--- src/rtl/circle_engine_if.sv ---
// Controller / VGA-adapter bundle for circle_engine.
// Carries pix_count only when CIRCLE_ENGINE_PIXCOUNT_EN is defined.
interface circle_engine_if #(
   parameter int X_W      = 8,
   parameter int Y_W      = 7,
   parameter int COLOUR_W = 3
);
   logic                start;
   logic [COLOUR_W-1:0] colour;
   logic [X_W-1:0]      centre_x;
   logic [Y_W-1:0]      centre_y;
   logic [X_W-1:0]      radius;
   logic [7:0]          oct_mask;
   logic                done;
   logic [X_W-1:0]      vga_x;
   logic [Y_W-1:0]      vga_y;
   logic [COLOUR_W-1:0] vga_colour;
   logic                vga_plot;
`ifdef CIRCLE_ENGINE_PIXCOUNT_EN
   logic [15:0]         pix_count;

   modport master (
      output start, colour, centre_x, centre_y, radius, oct_mask,
      input  done, vga_x, vga_y, vga_colour, vga_plot, pix_count
   );
   modport slave (
      input  start, colour, centre_x, centre_y, radius, oct_mask,
      output done, vga_x, vga_y, vga_colour, vga_plot, pix_count
   );
`else
   modport master (
      output start, colour, centre_x, centre_y, radius, oct_mask,
      input  done, vga_x, vga_y, vga_colour, vga_plot
   );
   modport slave (
      input  start, colour, centre_x, centre_y, radius, oct_mask,
      output done, vga_x, vga_y, vga_colour, vga_plot
   );
`endif
endinterface

--- src/rtl/circle_engine.sv ---
// Midpoint circle rasteriser, one octant slot per cycle, clipped.
// Optional plot counter: CIRCLE_ENGINE_PIXCOUNT_EN.
module circle_engine #(
   parameter int X_W      = 8,
   parameter int Y_W      = 7,
   parameter int COLOUR_W = 3,
   parameter int SCREEN_W = 160,
   parameter int SCREEN_H = 120
) (
   input logic            clk,
   input logic            rst_n,
   circle_engine_if.slave bus
);
   localparam int W = X_W + 3;
   localparam logic signed [W-1:0] ZERO = '0;
   localparam logic signed [W-1:0] ONE  = W'(1);
   localparam logic signed [W-1:0] SW   = W'(SCREEN_W);
   localparam logic signed [W-1:0] SH   = W'(SCREEN_H);

   typedef enum logic [1:0] {IDLE, INIT, PLOT, DONE} state_t;

   state_t              state_q;
   logic [2:0]          slot_q;
   logic signed [W-1:0] ox_q, oy_q, crit_q;
   logic signed [W-1:0] cx_q, cy_q;
   logic [7:0]          mask_q;
   logic                done_q, plot_q;
   logic [X_W-1:0]      x_q;
   logic [Y_W-1:0]      y_q;
   logic [COLOUR_W-1:0] colour_q;

   logic signed [W-1:0] nox, noy, ncrit;
   logic signed [W-1:0] pox, poy, px, py;
   logic [2:0]          ps;
   logic                onscr, pen, fin;

   always_comb begin
      noy   = oy_q + ONE;
      nox   = ox_q;
      ncrit = crit_q + (noy <<< 1) + ONE;
      if (crit_q > ZERO) begin
         nox   = ox_q - ONE;
         ncrit = crit_q + ((noy - nox) <<< 1) + ONE;
      end
   end

   assign fin = (slot_q == 3'd7) && (noy > nox);

   // Outputs are registered, so select the slot that becomes active next.
   always_comb begin
      ps  = slot_q + 3'd1;
      pox = ox_q;
      poy = oy_q;
      if (state_q != PLOT) ps = 3'd0;
      if (state_q == PLOT && slot_q == 3'd7) begin
         pox = nox;
         poy = noy;
      end
   end

   always_comb begin
      px = cx_q + pox;
      py = cy_q + poy;
      unique case (ps)
         3'd0: begin px = cx_q + pox; py = cy_q + poy; end
         3'd1: begin px = cx_q + poy; py = cy_q + pox; end
         3'd2: begin px = cx_q - pox; py = cy_q + poy; end
         3'd3: begin px = cx_q - poy; py = cy_q + pox; end
         3'd4: begin px = cx_q - pox; py = cy_q - poy; end
         3'd5: begin px = cx_q - poy; py = cy_q - pox; end
         3'd6: begin px = cx_q + pox; py = cy_q - poy; end
         3'd7: begin px = cx_q + poy; py = cy_q - pox; end
      endcase
   end

   assign onscr = (px >= ZERO) && (px < SW) &&
                  (py >= ZERO) && (py < SH);
   assign pen   = mask_q[ps] & onscr;

   always_ff @(posedge clk or negedge rst_n) begin
      if (!rst_n) begin
         state_q  <= IDLE;
         slot_q   <= '0;
         ox_q     <= '0;
         oy_q     <= '0;
         crit_q   <= '0;
         cx_q     <= '0;
         cy_q     <= '0;
         mask_q   <= '0;
         done_q   <= 1'b0;
         plot_q   <= 1'b0;
         x_q      <= '0;
         y_q      <= '0;
         colour_q <= '0;
      end else begin
         unique case (state_q)
            IDLE: begin
               done_q <= 1'b0;
               plot_q <= 1'b0;
               x_q    <= '0;
               y_q    <= '0;
               if (bus.start) begin
                  cx_q     <= {3'b000, bus.centre_x};
                  cy_q     <= {{(W-Y_W){1'b0}}, bus.centre_y};
                  mask_q   <= bus.oct_mask;
                  colour_q <= bus.colour;
                  ox_q     <= {3'b000, bus.radius};
                  oy_q     <= ZERO;
                  crit_q   <= ONE - {3'b000, bus.radius};
                  state_q  <= INIT;
               end
            end
            INIT: begin
               plot_q  <= pen;
               x_q     <= pen ? px[X_W-1:0] : '0;
               y_q     <= pen ? py[Y_W-1:0] : '0;
               slot_q  <= 3'd0;
               state_q <= PLOT;
            end
            PLOT: begin
               slot_q <= slot_q + 3'd1;
               if (slot_q == 3'd7) begin
                  ox_q   <= nox;
                  oy_q   <= noy;
                  crit_q <= ncrit;
               end
               if (fin) begin
                  state_q <= DONE;
                  done_q  <= 1'b1;
                  plot_q  <= 1'b0;
                  x_q     <= '0;
                  y_q     <= '0;
               end else begin
                  plot_q <= pen;
                  x_q    <= pen ? px[X_W-1:0] : '0;
                  y_q    <= pen ? py[Y_W-1:0] : '0;
               end
            end
            DONE: begin
               plot_q <= 1'b0;
               x_q    <= '0;
               y_q    <= '0;
               if (!bus.start) begin
                  done_q  <= 1'b0;
                  state_q <= IDLE;
               end
            end
            default: state_q <= IDLE;
         endcase
      end
   end

   assign bus.done       = done_q;
   assign bus.vga_plot   = plot_q;
   assign bus.vga_x      = x_q;
   assign bus.vga_y      = y_q;
   assign bus.vga_colour = colour_q;

`ifdef CIRCLE_ENGINE_PIXCOUNT_EN
   logic [15:0] pc_q;

   always_ff @(posedge clk or negedge rst_n) begin
      if (!rst_n) begin
         pc_q <= '0;
      end else if (state_q == IDLE && bus.start) begin
         pc_q <= '0;
      end else if (plot_q && pc_q != 16'hFFFF) begin
         pc_q <= pc_q + 16'd1;
      end
   end

   assign bus.pix_count = pc_q;
`endif
endmodule

--- src/flat_wrapper.sv ---
// flat-port wrapper written by rule: the top's interface ports become plain ports
module circle_engine_flat 
#(
   parameter int X_W      = 8,
   parameter int Y_W      = 7,
   parameter int COLOUR_W = 3,
   parameter int SCREEN_W = 160,
   parameter int SCREEN_H = 120
)
  (clk, rst_n, bus_start, bus_colour, bus_centre_x, bus_centre_y, bus_radius, bus_oct_mask, bus_done, bus_vga_x, bus_vga_y, bus_vga_colour, bus_vga_plot);
  circle_engine_if #(.X_W(X_W), .Y_W(Y_W), .COLOUR_W(COLOUR_W)) bus_i ();
  input logic clk;
  input logic rst_n;
  input wire logic [$bits(bus_i.start)-1:0] bus_start;
  input wire logic [$bits(bus_i.colour)-1:0] bus_colour;
  input wire logic [$bits(bus_i.centre_x)-1:0] bus_centre_x;
  input wire logic [$bits(bus_i.centre_y)-1:0] bus_centre_y;
  input wire logic [$bits(bus_i.radius)-1:0] bus_radius;
  input wire logic [$bits(bus_i.oct_mask)-1:0] bus_oct_mask;
  output wire logic [$bits(bus_i.done)-1:0] bus_done;
  output wire logic [$bits(bus_i.vga_x)-1:0] bus_vga_x;
  output wire logic [$bits(bus_i.vga_y)-1:0] bus_vga_y;
  output wire logic [$bits(bus_i.vga_colour)-1:0] bus_vga_colour;
  output wire logic [$bits(bus_i.vga_plot)-1:0] bus_vga_plot;
  assign bus_i.start = bus_start;
  assign bus_i.colour = bus_colour;
  assign bus_i.centre_x = bus_centre_x;
  assign bus_i.centre_y = bus_centre_y;
  assign bus_i.radius = bus_radius;
  assign bus_i.oct_mask = bus_oct_mask;
  assign bus_done = bus_i.done;
  assign bus_vga_x = bus_i.vga_x;
  assign bus_vga_y = bus_i.vga_y;
  assign bus_vga_colour = bus_i.vga_colour;
  assign bus_vga_plot = bus_i.vga_plot;
  circle_engine #(.X_W(X_W), .Y_W(Y_W), .COLOUR_W(COLOUR_W), .SCREEN_W(SCREEN_W), .SCREEN_H(SCREEN_H)) u_core (.clk(clk), .rst_n(rst_n), .bus(bus_i));
endmodule
--- config.mk ---
export PLATFORM = sky130hd
export DESIGN_NAME = circle_engine_flat
export DESIGN_NICKNAME = d
export VERILOG_FILES = /design/src/rtl/circle_engine_if.sv /design/src/rtl/circle_engine.sv /design/src/flat_wrapper.sv
export SDC_FILE = /design/constraint.sdc
export NUM_CORES = 1
export LEC_CHECK = 0
export CORE_MARGIN = 1
export CORE_UTILIZATION = 35
export DETAILED_ROUTE_END_ITERATION = 8
export PLACE_DENSITY = 0.63
export SLEW_MARGIN = 20
export SYNTH_ARGS = -nofsm -noshare
export SYNTH_HDL_FRONTEND = slang
export SYNTH_SLANG_ARGS = --single-unit
--- constraint.sdc ---
create_clock -name clk -period 10 [get_ports clk]
set_input_delay 1 -clock clk [delete_from_list [all_inputs] [get_ports clk]]
set_output_delay 1 -clock clk [all_outputs]
set_load 0.02 [all_outputs]
==> results.sh, run 1 <==
export IMPL_outcome="finished clean"
export IMPL_yosysUniqueCellTypes=78
export IMPL_final_cell_area_um2=9120
export IMPL_fin_crit_sh=0.622
export IMPL_cap_violations=0
export IMPL_grt_ovfl_total=0
export IMPL_die_h_um=154
export IMPL_grt_pass1_wl_um=36200
export IMPL_cp_max_fo=20
export IMPL_cts_tree="yes"
export IMPL_r2r_cells=20
export IMPL_io_buffers=56
export IMPL_wire_per_inst_um=17.5
export IMPL_power_density_nw_per_um2=320
export IMPL_cts_num_sinks=81
export IMPL_grt_pass1_vias=6868
export IMPL_rsz0062_at_grt="no"
export IMPL_globalplace_congestion=0.882
export IMPL_slew_viol_final=0
export IMPL_drt_initial_drc_count=542
export IMPL_ant_nets=0
export IMPL_die_area_um2=23600
export IMPL_syn_area_per_cell_um2=8.18
export IMPL_start_kind="flip-flop"
export IMPL_post_cts_buffers=0
export IMPL_cts_inserted_buffers=9
export IMPL_synthArstFlopShare=1.00
export IMPL_setup_viol=0
export IMPL_drc=0
export IMPL_vias=7361
export IMPL_clkLatencyLatePin_ns=0.36
export IMPL_start_util=0.356
export IMPL_core_um2=22600
export IMPL_tightest_slew_ns=1.03
export IMPL_track_usage=0.193
export IMPL_holdPathEnd="u_core.mask_q[7]"
export IMPL_grt_max_degree=52
export IMPL_filler_cell_count=2316
export IMPL_ir_drop_mv=0.131
export IMPL_post_cts_resized=0
export IMPL_yosysSeqAreaShare=0.252
export IMPL_hold_depth=1
export IMPL_crit_type="flip-flop to flip-flop"
export IMPL_clock_skew_ns=0.00957
export IMPL_cts_htree_levels=3
export IMPL_hold_buffers=0
export IMPL_die_width_um=154
export IMPL_place_area_um2=8790
export IMPL_timing_final_crit_period_ns=6.22
export IMPL_crit_path_end_kind="flip-flop"
export IMPL_totalWireLength_um=22600
export IMPL_cts_root_buf="clkbuf_16"
export IMPL_rrSetupSlack_ns=3.78
export IMPL_setup_tns_ns=0
export IMPL_cp_arrival_ns=6.46
export IMPL_r2r_end="u_core.bus.vga_x[4]"
export IMPL_postSynthCellCount=983
export IMPL_fin_nets=1100
export IMPL_diodes=0
export IMPL_hp_start="u_core.mask_q[7]"
export IMPL_fmax_ghz=0.161
export IMPL_clk_pin_slew_worst_paths_ns=0.07
export IMPL_ioPinCount=57
export IMPL_synth_flop_cell="dfrtp_1"
export IMPL_viasPerCell=5.71
export IMPL_grt_antenna_before_repair=0
export IMPL_hpwl_um=17100
export IMPL_whs_ns=0.504
export IMPL_ys_seq_elements=81
export IMPL_area_growth_pct=13.4
export IMPL_rows=55
export IMPL_syn_area_um2=8040
export IMPL_final_core_util=0.404
export IMPL_report_final_hold_viol_count=0
export IMPL_rr_startpoint="u_core.slot_q[0]"
export IMPL_syn_nets=1083
export IMPL_synth_warnings=0
export IMPL_drive_above_1_share=0.0736
export IMPL_clockBufferDepth=2
export IMPL_dr_pass1_iters=5
export IMPL_slew_headroom=0.308
export IMPL_hp_class="flip-flop to flip-flop"
export IMPL_p_leak_nw=3.79
export IMPL_synth_edf_count=0
export IMPL_crit_required_ns=10.25
==> per-stage QoR <==
step                std cells  setup WS [ns]  total power (W)
finish                   1290           3.78          0.00292
global placement         1274           4.12          0.00248
CTS                      1290           3.91          0.00291
global route             1290           3.25          0.00318
floorplan                 983           4.85          0.00208
detailed placement       1274           3.97          0.00251
==> cells by family after synthesis <==
| family | count (synthesis) | synth area share |
|---|---|---|
| muxes | 45 | 0.0621 |
| buffers and inverters | 103 | 0.0503 |
| DFF | 81 | 0.252 |
| xor gates and xnor gates | 100 | 0.111 |
| adders and majority gates | 64 | 0.104 |
| AOI/OAI and AO/OA | 267 | 0.218 |
| and+or+nand+nor | 323 | 0.203 |
==> flip-flops by register name (all words and copies together), names as in the netlist, 2 cells and up <==
signal,count
u_core.bus.vga_colour,3
u_core.bus.vga_x,8
u_core.bus.vga_y,7
u_core.crit_q,11
u_core.cx_q,8
u_core.cy_q,7
u_core.mask_q,8
u_core.ox_q,11
u_core.oy_q,11
u_core.slot_q,3
u_core.state_q,2
==> synthesized netlist by cell type (all sizes together), types with 7 or more instances <==
| master | instances | area (um^2) |
|---|---|---|
| buf | 12 | 61.3 |
| mux2i | 15 | 150 |
| o21ai | 79 | 395 |
| xnor2 | 60 | 526 |
| nand2 | 76 | 285 |
| dfrtp | 81 | 2030 |
| a21o | 12 | 90.1 |
| a21boi | 8 | 60.1 |
| a22o | 9 | 78.8 |
| mux2 | 29 | 327 |
| inv | 44 | 165 |
| or3 | 17 | 106 |
| nand3 | 22 | 110 |
| nand4 | 8 | 50.1 |
| o31ai | 10 | 75.1 |
| xor2 | 39 | 342 |
| nor2b | 13 | 81.3 |
| clkbuf | 47 | 178 |
| nor4 | 18 | 125 |
| nor3b | 7 | 57.6 |
| o21a | 12 | 91.3 |
| a21oi | 59 | 295 |
| ha | 58 | 726 |
| and2 | 10 | 62.6 |
| nor2 | 88 | 330 |
| a31oi | 12 | 75.1 |
| nor3 | 28 | 145 |
==> per-layer routing <==
| layer | wire [um] | global-route usage |
|---|---|---|
| met1 | 11000 | 0.269 |
| met2 | 10300 | 0.312 |
| met3 | 900 | 0.0217 |
| met4 | 419 | 0.0581 |
| met5 | 0 | 0 |
==> critical path, stage by stage (launching register included) <==
cell	delay, ns
dfrtp_1	0.38
ha_1	0.19
ha_1	0.57
xnor2_1	0.83
nand2_1	0.20
nand2_1	0.20
nor3_1	0.08
a21oi_1	0.13
nor2_1	0.05
a211o_1	0.32
ha_1	0.28
a21o_1	0.18
a21oi_1	0.24
o21bai_1	0.14
a2111oi_0	0.40
or3_1	0.20
o21ai_0	0.14
or3_1	0.36
a311oi_1	0.31
nand4b_2	0.47
nor4b_1	0.42
==> where the power goes <==
part           switching [W]  internal [W]  leakage (nW)
Combinational        0.00112      0.000852          2.59
Clock               0.000157      0.000224         0.163
Sequential          0.000130      0.000433          1.03
Total                0.00141       0.00151          3.79
==> cell usage in the layout, fill, tap and decap left out, types with 9 or more instances in the layout <==
master / count
a21o_1: 12
a21oi_1: 59
a22o_1: 9
a31oi_1: 12
and2_1: 9
buf_4: 10
clkbuf_16: 9
clkdlybuf4s50_1: 55
dfrtp_1: 81
ha_1: 57
inv_1: 44
mux2_2: 29
mux2i_1: 15
nand2_1: 75
nand3_1: 22
nor2_1: 88
nor2b_1: 13
nor3_1: 27
nor4_1: 16
o21a_1: 11
o21ai_0: 78
o31ai_1: 10
or3_1: 17
xnor2_1: 60
xor2_1: 39
==> how the worst max path moves through the flow <==
stage | start | to | slack [ns] | depth (start not counted)
floorplan | u_core.slot_q[0] | u_core.bus.vga_y[6] | 4.85 | 21
global placement | u_core.slot_q[0] | u_core.bus.vga_y[6] | 4.12 | 20
detailed placement | u_core.slot_q[0] | u_core.bus.vga_y[6] | 3.97 | 20
CTS | u_core.slot_q[0] | u_core.bus.vga_y[6] | 3.91 | 20
global route | u_core.slot_q[0] | u_core.bus.vga_y[6] | 3.25 | 20
finish | u_core.slot_q[0] | u_core.bus.vga_x[4] | 3.78 | 20
==> final cells by class <==
cell class / count / area [um^2] / share of cell area
Multi-Input combinational cell: 799 / 5610 / 0.616
Sequential cell: 81 / 2030 / 0.222
Timing Repair Buffer: 65 / 626 / 0.0686
Clock inverter: 7 / 106 / 0.0117
Inverter: 44 / 165 / 0.0181
Clock buffer: 9 / 225 / 0.0247
Tap cell: 285 / 357 / 0.0391
Power figures use the tool's default switching activity.
==> run 2, diff against run 1 <==
Clock period 10 ns to 6.51 ns, I/O delays scaled along.
==> run 2 against run 1 <==
- utilization is 0.25 points higher
- hold slack worse by 0.39 ns
- fmax grew 4.1%
- register-to-register slack worse by 3.2 ns
- via count is 0.14% higher
- critical endpoint is now u_core.bus.vga_y[6]
==> results.sh, run 2 (synthesis results as in run 1) <==
export IMPL_cap_violations=0
export IMPL_grt_pass1_vias=6905
export IMPL_rows=55
export IMPL_p_leak_nw=3.81
export IMPL_power_density_nw_per_um2=488
export IMPL_drt_initial_drc_count=669
export IMPL_cts_root_buf="clkbuf_16"
export IMPL_hpwl_um=17300
export IMPL_clkLatencyLatePin_ns=0.36
export IMPL_ioPinCount=57
export IMPL_comb_power_share=0.685
export IMPL_cp_slowest_cell="xor2_1"
export IMPL_timing_final_crit_period_ns=5.97
export IMPL_rrSetupSlack_ns=0.54
export IMPL_hp_class="input pin to async pin"
export IMPL_wire_per_inst_um=17.4
export IMPL_die_area_um2=23600
export IMPL_fin_nets=1107
export IMPL_hold_buffers=0
export IMPL_fin_crit_sh=0.917
export IMPL_top_regs="u_core.crit_q x11, u_core.ox_q x11, u_core.oy_q x11"
export IMPL_ant_nets=0
export IMPL_start_kind="flip-flop"
export IMPL_setup_tns_ns=0
export IMPL_drc=0
export IMPL_area_growth_pct=14.1
export IMPL_r2r_end="u_core.bus.vga_y[6]"
export IMPL_die_h_um=154
export IMPL_grt_ovfl_total=0
export IMPL_start_util=0.356
export IMPL_slew_viol_final=0
export IMPL_pwr_share_clk=0.122
export IMPL_fmax_ghz=0.168
export IMPL_cts_htree_levels=3
export IMPL_p_int_w=0.00229
export IMPL_switching_share=0.489
export IMPL_cp_arrival_ns=6.22
export IMPL_io_buffers=56
export IMPL_crit_type="flip-flop to flip-flop"
export IMPL_track_usage=0.195
export IMPL_cp_max_fo=19
export IMPL_drive_above_1_share=0.0810
export IMPL_vias=7371
export IMPL_globalplace_congestion=0.910
export IMPL_pre_cts_ws_ns=0.675
export IMPL_grt_max_degree=72
export IMPL_cp_cell_sequence="inv_1 -> ha_2 -> nand3b_1 -> a311oi_1 -> xor2_1 -> nor2_1 -> a21oi_1 -> o21ai_0 -> a22o_1 -> ha_1 -> nor2b_1 -> o21a_1 -> o21a_1 -> o21ai_0 -> a21boi_0 -> nor2_1 -> or2_0 -> or4_1 -> o21a_2 -> a2111oi_2"
export IMPL_final_common_cell="nor2_1"
export IMPL_post_cts_resized=0
export IMPL_diodes=0
export IMPL_tightest_slew_ns=0.908
export IMPL_outcome="finished clean"
export IMPL_core_um2=22600
export IMPL_grt_pass1_wl_um=36600
export IMPL_post_cts_buffers=0
export IMPL_r2r_cells=20
export IMPL_cp_startpoint="u_core.state_q[0]"
export IMPL_report_final_hold_viol_count=0
export IMPL_power_switching_w=0.00219
export IMPL_ir_drop_mv=0.222
export IMPL_cts_tree="yes"
export IMPL_worst_path_largest_cell_delay_ns=0.55
export IMPL_rr_startpoint="u_core.state_q[0]"
export IMPL_dr_pass1_iters=7
export IMPL_die_width_um=154
export IMPL_rsz0062_at_grt="no"
export IMPL_totalWireLength_um=22600
export IMPL_clk_pin_slew_worst_paths_ns=0.07
export IMPL_crit_required_ns=6.75
export IMPL_clockBufferDepth=2
export IMPL_setup_viol=0
export IMPL_clock_skew_ns=0.00885
export IMPL_cts_inserted_buffers=9
export IMPL_grt_antenna_before_repair=0
export IMPL_slew_headroom=0.390
export IMPL_power_frac_seq=0.193
export IMPL_cts_num_sinks=81
export IMPL_fin_ws_ns=0.540
export IMPL_crit_path_end_kind="flip-flop"
export IMPL_layout_common_cells="nor2_1 (88), dfrtp_1 (81), o21ai_0 (78), nand2_1 (75), xnor2_1 (60)"
export IMPL_critical_path_endpoint="u_core.bus.vga_y[6]"
export IMPL_viasPerCell=5.68
## run 2: power groups by stage
| stage | registers (W) | logic (W) | clock network (W) |
|---|---|---|---|
| 6_report | 0.000865 | 0.00307 | 0.000548 |
| 5_1_grt | 0.000888 | 0.00340 | 0.000582 |
| 3_3_place_gp | 0.000864 | 0.00297 | 0 |
| 2_1_floorplan | 0.000779 | 0.00242 | 0 |
| 3_5_place_dp | 0.000868 | 0.00301 | 0 |
| 4_1_cts | 0.000861 | 0.00304 | 0.000559 |
## run 2: worst max-delay path: cells and delay by family (launching register included)
kind,cells,cell delay (ns)
compound gates,10,2.48
simple gates,6,1.57
fa+ha+maj,2,0.73
xor+xnor,1,0.55
flops,1,0.41
buf+inv,1,0.11
## run 2: per-layer routing
layer  vias to the layer above  track usage  wire length [um]
met3                        45       0.0282              1280
met5                         -            0                 0
met2                       229        0.311             10300
met4                         0       0.0667               510
met1                      3488        0.271             10500
li1                       3609            -                 -
## run 2: per-stage QoR
stage | std cells | hold WS (ns) | util | cell area [um^2] | power, W
CTS | 1296 | 0.109 | 0.405 | 9140 | 0.00446
finish | 1297 | 0.112 | 0.407 | 9180 | 0.00448
floorplan | 983 | 0.355 | - | 8040 | 0.00320
global placement | 1280 | 0.486 | 0.391 | 8830 | 0.00384
detailed placement | 1280 | 0.490 | 0.391 | 8830 | 0.00388
global route | 1297 | 0.113 | 0.407 | 9180 | 0.00487
## run 2: area by class of cell
type	instances	area, um^2
tap	285	357
clock buffer	9	225
inverter	44	165
clock inverter	7	83.8
timing repair buffer	72	698
fill	2284	13400
multi-input combinational	799	5620
sequential	81	2030
## run 2: how the worst min path moves through the flow
stage	slack, ns	startpoint	cells after the start	endpoint
finish	0.11	rst_n	1	u_core.cx_q[5]
CTS	0.11	rst_n	1	u_core.cx_q[6]
global placement	0.49	rst_n	1	u_core.cx_q[6]
global route	0.11	rst_n	1	u_core.cx_q[6]
floorplan	0.36	rst_n	0	u_core.bus.done
detailed placement	0.49	rst_n	1	u_core.cx_q[6]
